$ cat config.mk
export PLATFORM = sky130hd
export DESIGN_NAME = sf_stream_out
export DESIGN_NICKNAME = d
export VERILOG_FILES = /design/src/rtl/sf_pkg.sv /design/src/rtl/sf_stream_out.sv
export SDC_FILE = /design/constraint.sdc
export NUM_CORES = 1
export LEC_CHECK = 0
export ABC_AREA = 0
export BUFFER_PORTS_ARGS = -buffer_cell sky130_fd_sc_hd__buf_4
export CAP_MARGIN = 0
export CORE_AREA = 2 2 317 319
export DETAILED_ROUTE_END_ITERATION = 12
export DIE_AREA = 0 0 319 321
export SYNTH_ARGS = -nofsm -noshare
export SYNTH_HDL_FRONTEND = slang
export SYNTH_SLANG_ARGS = --single-unit
$ cat constraint.sdc
create_clock -name clk -period 41.9 [get_ports clk]
set_input_delay 6.285 -clock clk [delete_from_list [all_inputs] [get_ports clk]]
set_output_delay 6.285 -clock clk [all_outputs]
set_load 0.005 [all_outputs]
$ cat src/rtl/sf_pkg.sv
// Definitions shared by the smoothing filter, its stream reader and their benches.
package sf_pkg;

    typedef enum logic [1:0] {SO_IDLE, SO_LOAD, SO_STREAM, SO_FINISH} sf_so_state_t;

    // Number of valid filter outputs for a record of data_len samples.
    function automatic int sf_num_out(input int data_len, input int filt_size);
        return data_len - filt_size;
    endfunction

endpackage

$ cat src/rtl/sf_stream_out.sv
// Captures the smoothing filter result on the rising edge of sf_done and streams
// it one sample per valid/ready handshake.
module sf_stream_out
    import sf_pkg::*;
#(
    parameter int DATA_WIDTH = 8,
    parameter int FILT_SIZE  = 10,
    parameter int DATA_LEN   = 100,
    localparam int NUM_OUT   = sf_num_out(DATA_LEN, FILT_SIZE),
    localparam int CNT_W     = $clog2(NUM_OUT + 1)
) (
    input  logic                  clk,
    input  logic                  rst,
    input  logic                  sf_done,
    input  logic [DATA_WIDTH-1:0] filtered_data [DATA_LEN],
    input  logic                  flush,
    output logic                  m_valid,
    input  logic                  m_ready,
    output logic [DATA_WIDTH-1:0] m_data,
    output logic                  m_last,
    output logic                  busy,
    output logic                  done,
    output logic [CNT_W-1:0]      beat_cnt
);

    localparam int IDX_W = (NUM_OUT > 1) ? $clog2(NUM_OUT) : 1;
    localparam logic [IDX_W-1:0] LAST_IDX = IDX_W'(NUM_OUT - 1);

    if (NUM_OUT < 1) begin : g_bad_cfg
        $error("sf_stream_out: DATA_LEN must exceed FILT_SIZE");
    end

    sf_so_state_t          state;
    logic                  sf_done_q;
    logic                  start;
    logic [IDX_W-1:0]      rd_idx;
    logic [IDX_W-1:0]      nxt_idx;
    logic [DATA_WIDTH-1:0] snap [NUM_OUT];

    always_comb begin
        start   = sf_done & ~sf_done_q;
        nxt_idx = rd_idx + IDX_W'(1);
    end

    // Snapshot decouples the stream from later activity of the filter.
    always_ff @(posedge clk) begin
        if (state == SO_LOAD && !flush) begin
            for (int unsigned i = 0; i < NUM_OUT; i++) begin
                snap[i] <= filtered_data[i];
            end
        end
    end

    // m_data is preloaded with the next sample so it always equals snap[rd_idx]
    // while valid; LOAD reads the input directly since snap is written that cycle.
    always_ff @(posedge clk or posedge rst) begin
        if (rst) begin
            state     <= SO_IDLE;
            sf_done_q <= 1'b0;
            rd_idx    <= '0;
            beat_cnt  <= '0;
            m_valid   <= 1'b0;
            m_data    <= '0;
            m_last    <= 1'b0;
            busy      <= 1'b0;
            done      <= 1'b0;
        end else begin
            sf_done_q <= sf_done;
            if (flush) begin
                state   <= SO_IDLE;
                m_valid <= 1'b0;
                m_last  <= 1'b0;
                busy    <= 1'b0;
                done    <= 1'b0;
            end else begin
                case (state)
                    SO_IDLE: begin
                        done <= 1'b0;
                        if (start) begin
                            state <= SO_LOAD;
                            busy  <= 1'b1;
                        end
                    end
                    SO_LOAD: begin
                        rd_idx   <= '0;
                        beat_cnt <= '0;
                        m_valid  <= 1'b1;
                        m_data   <= filtered_data[0];
                        m_last   <= (NUM_OUT == 1);
                        state    <= SO_STREAM;
                    end
                    SO_STREAM: begin
                        if (m_ready) begin
                            beat_cnt <= beat_cnt + CNT_W'(1);
                            if (m_last) begin
                                m_valid <= 1'b0;
                                m_last  <= 1'b0;
                                busy    <= 1'b0;
                                done    <= 1'b1;
                                state   <= SO_FINISH;
                            end else begin
                                rd_idx <= nxt_idx;
                                m_data <= snap[nxt_idx];
                                m_last <= (nxt_idx == LAST_IDX);
                            end
                        end
                    end
                    SO_FINISH: begin
                        done  <= 1'b0;
                        state <= SO_IDLE;
                    end
                    default: state <= SO_IDLE;
                endcase
            end
        end
    end

endmodule

## After elaboration in Yosys (flattened, before gate mapping)

Memories as Yosys holds them, arrays and structs flattened.
Cells that the tools add are included.

- Bits of input ports: 805
- Register bits after elaboration: 29
- Memories kept: 1
- Bits in writable memories: 720
- Output and inout bits: 19
- Logic and storage cells: 69

- Reductions and logical operators: 15
- Mux-type cells: 30
- $add $sub $neg: 2
- Equality and inequality tests: 9
- Bitwise operators: 3

Memory list:

| memory | words | width | rd ports | clocked after memory_dff | write ports | RTL line | text |
|---|---|---|---|---|---|---|---|
| snap | 90 | 8 | 1 | 0 | 90 | sf_stream_out.sv:38 | `logic [DATA_WIDTH-1:0] snap [NUM_OUT];` |

Operator list:

| operator | count |
|---|---|
| $pmux W7 S2 | 2 |
| $mux W7 | 3 |
| $mux W8 | 2 |
| $pmux W8 S2 | 1 |
| $add A7 B1 Y7 const B | 2 |
| $mux W1 | 13 |
| $reduce_and A3 Y1 | 4 |
| $ne A3 B3 Y1 const B | 3 |
| $reduce_bool A3 Y1 | 3 |
| $mux W2 | 4 |
| $pmux W1 S2 | 4 |
| $pmux W2 S4 | 1 |
| $reduce_and A4 Y1 | 2 |
| $eq A7 B7 Y1 const B | 1 |
| $eq A2 B2 Y1 const B | 2 |
| $ne A2 B2 Y1 const B | 2 |
| $eq A2 B1 Y1 const B | 1 |
| $logic_not A2 Y1 | 1 |
| $not A1 Y1 | 2 |
| $reduce_and A2 Y1 | 1 |
| $reduce_bool A2 Y1 | 1 |
| $reduce_or A2 Y1 | 1 |
| $and A1 B1 Y1 | 1 |
| $logic_and A1 B1 Y1 | 1 |
| $logic_not A1 Y1 | 1 |

## Depth between registers and ports, before layout

- Word-level depth: 6
- Depth in mapped cells: 16
- Mapped depth without buffers: 8

## Worst setup path before layout

Ideal clock, no wire load.

- Kind: input-to-reg
- Start: input port flush
- End: memory snap[0][0], enable pin
- Data required time: 39.987 ns
- Library setup time: 1.913 ns
- Arrival time: 37.792 ns
- Stages on the path: 2
- Path slack: 2.195 ns
- Path buffers: 1
- Cells stage by stage: clkbuf_1 nor2b_1

RTL lines:

| element | RTL line | text |
|---|---|---|
| from (decl) | sf_stream_out.sv:16 | `input logic flush,` |
| to (decl) | sf_stream_out.sv:38 |  |

==> impl_metrics.tcl <==
set metrics [dict create \
    status "complete, no violations" \
    die_w_um 319 \
    leakage_nw 13.70 \
    syn-instance-count 1413 \
    critPathBufInv 5 \
    crit_path_end_kind "flop" \
    synth_top_family_by_area "multiplexers" \
    ys_top_cells_by_count "edfxtp_1, mux4_2, nand2_1, nor2_1, buf_2" \
    hpwl_mm 67.67 \
    synthTopCellsByArea "edfxtp_1, mux4_2, dfrtp_1" \
    synth_edf_count 720 \
    gr-total-overflow 0 \
    ir_worst_vdd_uv 38.05 \
    wl_met1_mm 34.58 \
    gp_congestion 0.8255 \
    synth_warnings 0 \
    cts_made_buffers 81 \
    critPathTopFamily "buffers and inverters" \
    clk_pin_slew_ns 0.05 \
    hold_start "m_data[6]$_DFFE_PP0P_" \
    die_h_um 321 \
    wirelength_mm 90.22 \
    endpoint "snap[31][4]$_DFFE_PP_" \
    hold_viol 0 \
    drive_gt1_share_pct 47.82 \
    r2r_cells 8 \
    synthArstFlopShare_pct 3.872 \
    num-fill-cells 9064 \
    port_buffers 743 \
    dieArea_um2 102400 \
    htree_levels 3 \
    yosysUniqueCellTypes 50 \
    crit_start "flush" \
    avgSynthCellArea_um2 20.66 \
    yosys.area.top_type "edfxtp_1" \
    synth-simple-area-share_pct 4.067 \
    slew_viol_final 0 \
    tritoncts "built" \
    drcViolationCount 0 \
    tns_ns 0 \
    syn_nets 2225 \
    hold_path.class "flop to flop" \
    synth_compound_area_share_pct 2.254 \
    drt-initial-drc-count 1170 \
    setup_viol 0 \
    hold_slack_ns 0.5157 \
    worstPathCellList "buf_4 > nor2b_4 > buf_4 > buf_4 > buf_4 > buf_4" \
    synth_xor_area_share_pct 0.5443 \
    drt_pass1_iterations 4 \
    synth_seq_cells 749 \
    worstPathMaxFanout 91 \
    min_period_over_period_pct 23.81 \
    grt_pass1_vias 17800 \
    reg2reg_slack_ns 36.79 \
    top_layer "met5" \
    fmax_mhz 100.2 \
    synth.area.mux_share_pct 14.81 \
    insertion_delay_ns 0.64 \
    synth_area_um2 29190 \
    path_class "primary input to flop" \
    timing.rr.end "m_data[7]$_DFFE_PP0P_" \
    wl_per_cell_um 25.39 \
    vias 16530 \
    grt_usage_pct 17.13 \
    arrival_ns 10.23 \
    fin_worst_skew_ns 0.01802 \
    grt_pass1_wl_mm 124.6 \
    root_buffer "clkbuf_16" \
    ctsHoldBuffers 0 \
    row_count 116 \
    antenna_left 0 \
    tightest_slew_ns 1.161 \
    synth_ff_type "edfxtp_1" \
    rsz0062_at_grt "no" \
    via_per_inst 4.652 \
    synth_top_area_share_pct 74.06 \
    num-nets-final 3003 \
    slowest_delay_ns 0.92 \
    fin_crit_ns 9.977 \
    post_cts_buffers 0 \
    antenna_found_initial 11 \
    yosysMostFrequentCell "edfxtp_1" \
    reg2reg_from "rd_idx[0]$_DFFE_PP0P_" \
    crit_cells 6 \
    cts_sinks 749 \
    core_um2 99280 \
    area_growth_pct 32.50 \
    crit_top_cell "buf_4" \
    slowest_stage "buf_4" \
    cellPowerDensity_nw_per_um2 56.79 \
    num_io_pins 824 \
    start_util_pct 29.41 \
    grt_max_degree 175 \
    dr_wl_met2_mm 47.83 \
    wl_met3_mm 6.071 \
    max-cap-violations 0 \
    cp-start-kind "primary input" \
    power_mw 2.197 \
    cts_buffer_depth 3 \
    synthAdderAreaFrac_pct 0.3000 \
    slew_headroom_pct 22.60 \
    cts_resized 0 \
    critical_path_required_ns 42.15 \
    seq_area_frac_synth_pct 76.55 \
]
-- cell families (layout without fill, tap and decap cells) --
kind of cell,after synthesis,in the layout
muxes,201,201
buffers and inverters,84,923
and+or+nand+nor,269,269
DFF,749,749
xor gates and xnor gates,13,13
adders and majority gates,7,7
other,0,3
AOI/OAI and AO/OA,90,90
-- cell type report --
type / instances / area [um^2] / area share, %
Clock buffer: 105 / 2200 / 5.687
Timing Repair Buffer: 767 / 5783 / 14.95
Tap cell: 1298 / 1624 / 4.199
Inverter: 12 / 45.04 / 0.1164
Multi-Input combinational cell: 580 / 6439 / 16.65
Antenna cell: 3 / 7.507 / 0.01941
Clock inverter: 39 / 232.7 / 0.6016
Sequential cell: 749 / 22350 / 57.78
-- flip-flops by register name, summed over array words and instances (netlist names) --
signal,cells
m_valid,1
busy,1
beat_cnt,7
state,2
sf_done_q,1
snap,720
m_data,8
rd_idx,7
m_last,1
done,1
-- per-layer routing --
layer | vias up | global-route usage [%]
met5 | - | 0
met4 | 2 | 4.099
met3 | 110 | 4.823
met2 | 602 | 30.73
met1 | 8470 | 20.28
li1 | 7346 | -
-- metrics by stage --
step                      area [um^2]  utilization, %  std cells  setup slack [ns]
after global routing            38680           38.96       3553             31.69
after floorplan                 29190               -       1413             2.195
after detailed placement        36240           36.51       3406             31.29
after CTS                       38670           38.96       3550             32.02
final                           38680           38.96       3553             31.92
after global placement          36240           36.51       3406             31.50
-- worst min path at each step --
stage / cells after the start / to
after detailed placement: 1 / m_data[6]$_DFFE_PP0P_
final: 1 / m_data[6]$_DFFE_PP0P_
after global routing: 1 / m_data[0]$_DFFE_PP0P_
after CTS: 1 / m_data[6]$_DFFE_PP0P_
after global placement: 1 / m_data[6]$_DFFE_PP0P_
after floorplan: 1 / m_data[0]$_DFFE_PP0P_
-- report_power, final --
| part | internal [mW] | total, mW | switching, mW |
|---|---|---|---|
| Clock | 0.376 | 0.664 | 0.288 |
| Combinational | 0.233 | 0.503 | 0.270 |
| Sequential | 0.987 | 1.03 | 0.0428 |
| Total | 1.60 | 2.20 | 0.601 |
-- cell usage in the layout, fill, tap and decap left out, types with 2 or more instances in the layout --
| cell type | n |
|---|---|
| buf_4 | 765 |
| edfxtp_1 | 720 |
| mux4_2 | 184 |
| nand2_1 | 110 |
| nor2_1 | 86 |
| clkbuf_16 | 83 |
| dfrtp_1 | 28 |
| nor2b_1 | 19 |
| clkbuf_1 | 18 |
| clkinv_1 | 17 |
| nand3_1 | 16 |
| a21oi_1 | 14 |
| o21ai_0 | 12 |
| o22ai_1 | 11 |
| clkinv_2 | 11 |
| inv_1 | 10 |
| nand2b_1 | 9 |
| o221ai_1 | 9 |
| mux2i_1 | 9 |
| nor3b_1 | 9 |
| mux2_2 | 8 |
| a41oi_1 | 8 |
| o211ai_1 | 8 |
| a32o_1 | 8 |
| a221o_1 | 8 |
| nor4_1 | 7 |
| ha_1 | 6 |
| xor2_1 | 5 |
| xnor2_1 | 5 |
| clkinvlp_4 | 5 |
| and3_1 | 4 |
| clkbuf_8 | 4 |
| diode_2 | 3 |
| nand4_1 | 3 |
| a211oi_1 | 3 |
| inv_6 | 3 |
| inv_2 | 2 |
| buf_12 | 2 |
No activity file was read; power rests on OpenSTA's default activity.
